File: src/rtl/pc_sequencer_if.sv
// Fetch/execute control bundle between the PC sequencer and the
// ROM, datapath and program counter around it.
interface pc_sequencer_if;
  logic        rom_req;
  logic        rom_ack;
  logic [15:0] rom_data;
  logic [15:0] instr;
  logic        exec_valid;
  logic        exec_done;
  logic        zr;
  logic        ng;
  logic [15:0] a_value;
  logic [15:0] pc_value;
  logic        pc_reset;
  logic        pc_load;
  logic        pc_inc;
  logic        halted;
  logic        run;

  modport master (
    output rom_req,
    output instr,
    output exec_valid,
    output pc_reset,
    output pc_load,
    output pc_inc,
    output halted,
    input  rom_ack,
    input  rom_data,
    input  exec_done,
    input  zr,
    input  ng,
    input  a_value,
    input  pc_value,
    input  run
  );

  modport slave (
    input  rom_req,
    input  instr,
    input  exec_valid,
    input  pc_reset,
    input  pc_load,
    input  pc_inc,
    input  halted,
    output rom_ack,
    output rom_data,
    output exec_done,
    output zr,
    output ng,
    output a_value,
    output pc_value,
    output run
  );
endinterface

File: src/rtl/pc_sequencer.sv
// Multi-cycle fetch/execute controller for the Hack PC.
// Every output is registered from the next-state decode.
module pc_sequencer #(
  parameter int BOOT_CYCLES = 4
) (
  input  logic           clk,
  input  logic           reset,
  pc_sequencer_if.master bus
);

  localparam int CW = (BOOT_CYCLES > 1) ? $clog2(BOOT_CYCLES) : 1;
  localparam logic [CW-1:0] LAST = CW'(BOOT_CYCLES - 1);

  typedef enum logic [2:0] {
    S_BOOT,
    S_FETCH,
    S_EXEC,
    S_WAIT,
    S_UPDATE,
    S_HALTED
  } state_t;

  state_t        r_state;
  state_t        w_next;
  logic [CW-1:0] r_cnt;
  logic [CW-1:0] w_cnt;
  logic [15:0]   r_instr;
  logic [15:0]   w_instr;
  logic [15:0]   r_a_s;
  logic [15:0]   w_a_s;
  logic [15:0]   r_pc_s;
  logic [15:0]   w_pc_s;
  logic          r_taken;
  logic          w_taken;
  logic          w_cond;
  logic          w_self;

  logic r_rom_req;
  logic r_exec_valid;
  logic r_pc_reset;
  logic r_pc_load;
  logic r_pc_inc;
  logic r_halted;

  // Jump condition from the C-instruction jump bits and ALU flags
  assign w_cond = r_instr[15] &
                  ((r_instr[2] & bus.ng) |
                   (r_instr[1] & bus.zr) |
                   (r_instr[0] & ~bus.ng & ~bus.zr));

  assign w_self = r_taken &
                  (r_instr[2:0] == 3'b111) &
                  (r_a_s == r_pc_s);

  always_comb begin
    w_next  = r_state;
    w_cnt   = r_cnt;
    w_instr = r_instr;
    w_a_s   = r_a_s;
    w_pc_s  = r_pc_s;
    w_taken = r_taken;
    unique case (r_state)
      S_BOOT: begin
        if (r_cnt == LAST) begin
          w_next = S_FETCH;
          w_cnt  = '0;
        end else begin
          w_cnt = r_cnt + 1'b1;
        end
      end
      S_FETCH: begin
        if (bus.rom_ack) begin
          w_instr = bus.rom_data;
          w_next  = S_EXEC;
        end
      end
      S_EXEC: begin
        w_a_s  = bus.a_value;
        w_pc_s = bus.pc_value;
        w_next = S_WAIT;
      end
      S_WAIT: begin
        if (bus.exec_done) begin
          w_taken = w_cond;
          w_next  = S_UPDATE;
        end
      end
      S_UPDATE: begin
        w_next = w_self ? S_HALTED : S_FETCH;
      end
      S_HALTED: begin
        if (bus.run) w_next = S_FETCH;
      end
      default: begin
        w_next = S_BOOT;
        w_cnt  = '0;
      end
    endcase
  end

  always_ff @(posedge clk or negedge reset) begin
    if (!reset) begin
      r_state      <= S_BOOT;
      r_cnt        <= '0;
      r_instr      <= '0;
      r_a_s        <= '0;
      r_pc_s       <= '0;
      r_taken      <= 1'b0;
      r_rom_req    <= 1'b0;
      r_exec_valid <= 1'b0;
      r_pc_reset   <= 1'b1;
      r_pc_load    <= 1'b0;
      r_pc_inc     <= 1'b0;
      r_halted     <= 1'b0;
    end else begin
      r_state      <= w_next;
      r_cnt        <= w_cnt;
      r_instr      <= w_instr;
      r_a_s        <= w_a_s;
      r_pc_s       <= w_pc_s;
      r_taken      <= w_taken;
      r_rom_req    <= (w_next == S_FETCH);
      r_exec_valid <= (w_next == S_EXEC);
      r_pc_reset   <= (w_next == S_BOOT);
      r_pc_load    <= (w_next == S_UPDATE) & w_taken;
      r_pc_inc     <= (w_next == S_UPDATE) & ~w_taken;
      r_halted     <= (w_next == S_HALTED);
    end
  end

  assign bus.rom_req    = r_rom_req;
  assign bus.instr      = r_instr;
  assign bus.exec_valid = r_exec_valid;
  assign bus.pc_reset   = r_pc_reset;
  assign bus.pc_load    = r_pc_load;
  assign bus.pc_inc     = r_pc_inc;
  assign bus.halted     = r_halted;

endmodule

File: src/flat_wrapper.sv
// flat-port wrapper written by rule: the top's interface ports become plain ports
module pc_sequencer_flat 
#(
  parameter int BOOT_CYCLES = 4
)
  (clk, reset, bus_rom_req, bus_instr, bus_exec_valid, bus_pc_reset, bus_pc_load, bus_pc_inc, bus_halted, bus_rom_ack, bus_rom_data, bus_exec_done, bus_zr, bus_ng, bus_a_value, bus_pc_value, bus_run);
  pc_sequencer_if bus_i ();
  input  logic clk;
  input  logic reset;
  output wire logic [$bits(bus_i.rom_req)-1:0] bus_rom_req;
  output wire logic [$bits(bus_i.instr)-1:0] bus_instr;
  output wire logic [$bits(bus_i.exec_valid)-1:0] bus_exec_valid;
  output wire logic [$bits(bus_i.pc_reset)-1:0] bus_pc_reset;
  output wire logic [$bits(bus_i.pc_load)-1:0] bus_pc_load;
  output wire logic [$bits(bus_i.pc_inc)-1:0] bus_pc_inc;
  output wire logic [$bits(bus_i.halted)-1:0] bus_halted;
  input wire logic [$bits(bus_i.rom_ack)-1:0] bus_rom_ack;
  input wire logic [$bits(bus_i.rom_data)-1:0] bus_rom_data;
  input wire logic [$bits(bus_i.exec_done)-1:0] bus_exec_done;
  input wire logic [$bits(bus_i.zr)-1:0] bus_zr;
  input wire logic [$bits(bus_i.ng)-1:0] bus_ng;
  input wire logic [$bits(bus_i.a_value)-1:0] bus_a_value;
  input wire logic [$bits(bus_i.pc_value)-1:0] bus_pc_value;
  input wire logic [$bits(bus_i.run)-1:0] bus_run;
  assign bus_rom_req = bus_i.rom_req;
  assign bus_instr = bus_i.instr;
  assign bus_exec_valid = bus_i.exec_valid;
  assign bus_pc_reset = bus_i.pc_reset;
  assign bus_pc_load = bus_i.pc_load;
  assign bus_pc_inc = bus_i.pc_inc;
  assign bus_halted = bus_i.halted;
  assign bus_i.rom_ack = bus_rom_ack;
  assign bus_i.rom_data = bus_rom_data;
  assign bus_i.exec_done = bus_exec_done;
  assign bus_i.zr = bus_zr;
  assign bus_i.ng = bus_ng;
  assign bus_i.a_value = bus_a_value;
  assign bus_i.pc_value = bus_pc_value;
  assign bus_i.run = bus_run;
  pc_sequencer #(.BOOT_CYCLES(BOOT_CYCLES)) u_core (.clk(clk), .reset(reset), .bus(bus_i));
endmodule
File: config.mk
export PLATFORM = sky130hd
export DESIGN_NAME = pc_sequencer_flat
export DESIGN_NICKNAME = d
export VERILOG_FILES = /design/src/rtl/pc_sequencer_if.sv /design/src/rtl/pc_sequencer.sv /design/src/flat_wrapper.sv
export SDC_FILE = /design/constraint.sdc
export NUM_CORES = 1
export LEC_CHECK = 0
export ABC_CLOCK_PERIOD_IN_PS = 1900
export CORE_MARGIN = 3
export CORE_UTILIZATION = 47
export CTS_CLUSTER_DIAMETER = 50
export CTS_CLUSTER_SIZE = 10
export DETAILED_ROUTE_END_ITERATION = 7
export GPL_TIMING_DRIVEN = 1
export PLACE_DENSITY = 0.88
export SLEW_MARGIN = 0
export SYNTH_ARGS = -nofsm -noshare
export SYNTH_HDL_FRONTEND = slang
export SYNTH_SLANG_ARGS = --single-unit
File: constraint.sdc
create_clock -name clk -period 1.9 [get_ports clk]
set_clock_uncertainty 0.15 [all_clocks]
set_input_delay 0.57 -clock clk [delete_from_list [all_inputs] [get_ports clk]]
set_output_delay 0.57 -clock clk [all_outputs]
set_load 0.01 [all_outputs]
After elaboration in Yosys (flattened, before gate mapping). Cells that the tools add are included.

Register bits after elaboration: 60. Input port bits: 55. Output and inout bits: 22. Logic and storage cells: 53.

Add/sub/neg operators: 1. Equal/unequal tests: 12. Mux-type cells: 10. Bitwise logic cells: 14. Reduce and logical (&&, ||, !) cells: 4.

Operators by type and width (count): one-hot mux 3 bit (6 select lines) (1); equality test 16 bit (1); equality test 3 bit (second input constant) (5); 2-to-1 mux 3 bit (5); bitwise AND 1 bit (9); equality test 3 x 2 -> 1 bit (second input constant) (3); equality test 3 x 1 -> 1 bit (second input constant) (2); zero test 3 bit (2); OR reduction 5 bit (1); one-hot mux 2 bit (2 select lines) (1); inverter 1 bit (3); adder 2 x 1 -> 2 bit (second input constant) (1); equality test 2 bit (second input constant) (1); 2-to-1 mux 1 bit (2); 2-to-1 mux 2 bit (1); bitwise OR 1 bit (2); AND reduction 2 bit (1).

Longest topological paths before layout.
Depth in word-level cells: 9. Mapped depth: 6. Depth with buffers taken out: 6.

Least setup slack after synthesis. OpenSTA, ideal clock, no wires.

Kind: input port to flip-flop. Start: input bus_rom_ack. End: register u_core.r_instr[0], in the netlist u_core.bus.instr[0]. Setup time: 0.125 ns. Arrival: 1.377 ns. Required time: 1.625 ns. Path slack: 0.248 ns. Cell stages on the path: 4. Path buffers: 1. Cells stage by stage: nand2_4 nor3_4 buf_6 mux2_2.

Cells in the longest elaborated chain, start to end: 1.

RTL lines: from (decl) (RTL line flat_wrapper.sv:17) `input wire logic [$bits(bus_i.rom_ack)-1:0] bus_rom_ack;`; AND reduction 2 bit (no line); to (signal assigned) (RTL line pc_sequencer.sv:118) `r_instr <= w_instr;`; to (decl) (RTL line pc_sequencer.sv:27) `logic [15:0] r_instr;`.

Every way passes these cells. A chain may end at the register's enable or synchronous reset.

Worst setup path after layout.
Start: register u_core.r_pc_reset, in the netlist u_core.bus.pc_reset. End: output bus_pc_reset.

RTL lines: from (decl) (RTL line pc_sequencer.sv:40) `logic r_pc_reset;`; from (signal assigned) (RTL line pc_sequencer.sv:124) `r_pc_reset <= (w_next == S_BOOT);`; to (decl) (RTL line flat_wrapper.sv:13) `output wire logic [$bits(bus_i.pc_reset)-1:0] bus_pc_reset;`.

No word-level cell between the ends.

==> summary.txt <==
Run status
  • Run status: finished, final reports clean

Drt
  • WL per Instance: 14.65 microns
  • Vias/cell: just over 5
  • Initial DRT Pass Iterations: 4
  • Routed Antenna Nets: 0
  • Met3 wire len: roughly 270 microns
  • DRT iter0 DRCs: 70
  • Wl on met1: 2.236 mm
  • Met2 wire length: 2.565 mm
  • Number of remaining DRC errors: 0
  • Via count: 1,775
  • Top routing layer used: met4
  • Routed Wire Length: around 5.2 mm

Cells and area
  • Area of the multi-input gates: 0.001061 sq mm
  • Register area: 0.001504 sq mm
  • Net count, final: 336
  • Layout area overhead: 38.93%
  • Post-route cell area: ~0.0037 sq mm
  • Share of cells above drive strength 1: between 20% and 30%
  • # diodes: 0
  • Final Util: 69.99%
  • # fillers: between 300 and 400

Clocking
  • TritonCTS Buffers: 9
  • Clock-pin slew on the worst setup and hold paths: about 0.070 ns
  • Max Root-Sink Buffers: 2
  • Hold buffers post-CTS: 0
  • CTS tree: done
  • Number of post-CTS setup repair buffers: 0
  • Clk sinks: 60
  • Clk_lat worst skew: 0.33 ns
  • CTS H-tree depth: 3
  • Root buffer cell: clkbuf_8

Synthesis
  • Syn Nets: 250
  • Post-Syn Area per Cell: 13.83 sq um
  • Post-synth EDFFs: 0
  • Top cells by count, synth: 59 x dfrtp_1, 46 x mux2_2, 16 x xnor2_1
  • Synth area leaders: dfrtp_1 56%, mux2_2 20%, xnor2_1 5.3%
  • Seq/Total Area, Yosys: 56.60%
  • Most frequent cell after synthesis: dfrtp_1
  • Syn Inst Count: between 150 and 200
  • Async set or reset register ratio after synthesis: 100.0%
  • Synth Flop Type: dfrtp_1
  • Mapped Area: 0.002655 sq mm
  • Cell variety after synth: 34
  • Synth Warn #: 0
  • Cell taking the most area after synthesis: dfrtp_1
  • Area share of the largest cell type after synthesis: 55.61%
  • Synth Register Bits: 60

Floorplanning
  • Die ar.: ~0.0066 sq mm
  • IO Pins: 77
  • Rows: 26
  • Die Y: just over 80 microns
  • Die Wd: 81.16 microns
  • Core area: 0.005270 sq mm
  • Initial Util: 50.38%

Global route
  • Vias in the first global route: 1,895
  • Pin count of the biggest net entering global routing: 33
  • Remaining global-route overflow: 0
  • Total track usage: 18.21%
  • Global-route wire length before repair: about 9 mm
  • Initial antenna violation count: 0

Critical path
  • CP Capture Type: output port
  • Worst path slowest cell: dfstp_2
  • Setup crit start kind: flip-flop
  • Critical path class: flip-flop to output port
  • Crit-path cells: dlygate4sd2_1
  • CP max stage delay: 0.51 ns
  • Delay-heaviest family, CP: flip-flops
  • Buf/Inv on CP: 1
  • Crit Path Max Fanout: 1
  • Crit path DAT: 1.09 ns
  • WP data required: 1.18 ns

STA
  • Final setup viols: 0
  • Unrepaired setup endpoints after global routing: false
  • Slew Viols, Final: 0
  • Fin. Hold Viols: 0
  • Crit share post-route: 95.02%
  • Worst-Margin Slew: 0.4240 ns
  • Final Critical Period: 1.805 ns
  • Max Freq: 553.9 MHz
  • Slew headroom: a little under three quarters

Placement
  • RePlAce Congestion: slightly below 0.8
  • Placed cell area: 0.003512 sq mm
  • HPWL after DPL: 3.875 mm
  • IO Port Bufs: 76

Pwr
  • Max IR drop VDD: 0.0008284 V
  • P per Cell Area: 1577 mW/mm^2
  • P_leak: between 1.5 and 2 nW

Run
  • Maxcap violations: 0

Hold path
  • Worst hold path class: input port to async pin
-- placed cells by master, fill, tap and decap left out, types with 2 or more instances in the layout --
cell	synthesis	layout
clkinv_2	0	2
clkbuf_8	0	11
clkdlybuf4s50_1	0	53
mux2_1	2	2
a21oi_1	6	6
nor3_4	2	2
nand2_1	6	6
dlygate4sd2_1	0	22
ha_1	3	3
dfrtp_1	59	58
o32ai_1	2	2
nand3_1	3	3
nand4_1	4	4
inv_1	4	4
nor3b_1	2	2
o21ai_0	3	3
xnor2_1	16	16
mux2_2	46	46
nor2_1	6	6
nor3_1	5	5
buf_4	2	4
buf_12	0	3
-- metrics by stage --
| step | power (mW) | worst slack, ns | setup TNS [ns] | hold slack [ns] | instances |
|---|---|---|---|---|---|
| after global routing | 6.247 | 0.04492 | 0 | 0.03009 | 353 |
| after CTS | 5.895 | 0.06702 | 0 | 0.01687 | 353 |
| after global placement | 4.773 | -0.2388 | -4.311 | 0.3431 | 337 |
| final | 5.817 | 0.09458 | 0 | 0.02252 | 353 |
| after detailed placement | 4.881 | -0.2353 | -4.226 | 0.3497 | 337 |
| after floorplan | 3.987 | 0.2479 | 0 | 0.1244 | 192 |
-- worst paths after layout --
kind	startpoint	end	slack [ns]	cells after the start
worst max-delay path	u_core.bus.pc_reset	bus_pc_reset	0.09	1
worst min-delay path	reset	u_core.r_pc_s[10]	0.02	1
max in group asynchronous	reset	u_core.r_state[2]	1.06	2
worst max register to register	u_core.r_state[2]	u_core.r_cnt[0]	0.18	4
min in group clk	u_core.bus.instr[4]	u_core.bus.instr[4]	0.35	1
worst min register to register	u_core.bus.instr[4]	u_core.bus.instr[4]	0.35	1
-- power breakdown --
group / leakage (nW) / internal, mW / total (mW) / switching, mW
Clock: 0.102 / 0.673 / 1.14 / 0.471
Sequential: 0.721 / 1.91 / 2.34 / 0.427
Combinational: 0.733 / 1.39 / 2.33 / 0.949
-- worst reg2reg max path: stages (launching register included) --
cell and delay, ns:
dfrtp_2 0.51, ha_1 0.39, nor4b_1 0.25, a21oi_1 0.08
o32ai_1 0.24
-- logic make-up (layout without fill, tap and decap cells) --
kind of cell | after synthesis | in the layout | synth area share, %
DFF | 60 | 60 | 56.60
muxes | 48 | 48 | 20.36
and+or+nand+nor | 35 | 35 | 8.294
AOI/OAI and AO/OA | 18 | 18 | 4.619
xor gates and xnor gates | 16 | 16 | 5.278
buffers and inverters | 12 | 103 | 3.439
adders and majority gates | 3 | 3 | 1.414
-- sequential cells by signal (all words and copies together), names as in the netlist --
register,flops
u_core.bus.exec_valid,1
u_core.bus.halted,1
u_core.bus.instr,16
u_core.bus.pc_inc,1
u_core.bus.pc_load,1
u_core.bus.pc_reset,1
u_core.bus.rom_req,1
u_core.r_a_s,16
u_core.r_cnt,2
u_core.r_pc_s,16
u_core.r_state,3
u_core.r_taken,1
-- final cells by class --
| class | count | share of cell area [%] |
|---|---|---|
| clock buffer | 12 | 4.206 |
| clock inverter | 4 | 1.289 |
| inverter | 4 | 0.4071 |
| multi-input combinational | 120 | 28.77 |
| sequential | 60 | 40.77 |
| tap | 70 | 2.374 |
| timing repair buffer | 83 | 22.18 |
-- layer usage --
| layer | GRT usage, % | vias to the layer above |
|---|---|---|
| li1 | - | 858 |
| met1 | 22.04 | 861 |
| met2 | 29.23 | 47 |
| met3 | 5.543 | 9 |
| met4 | 9.628 | 0 |
| met5 | 0 | - |
-- repair_timing --
item	in CTS	in global routing
resized for setup	22	1
endpoints found under the hold margin	0	0
endpoints found under the setup margin	22	5
No activity file was read; power rests on OpenSTA's default activity.
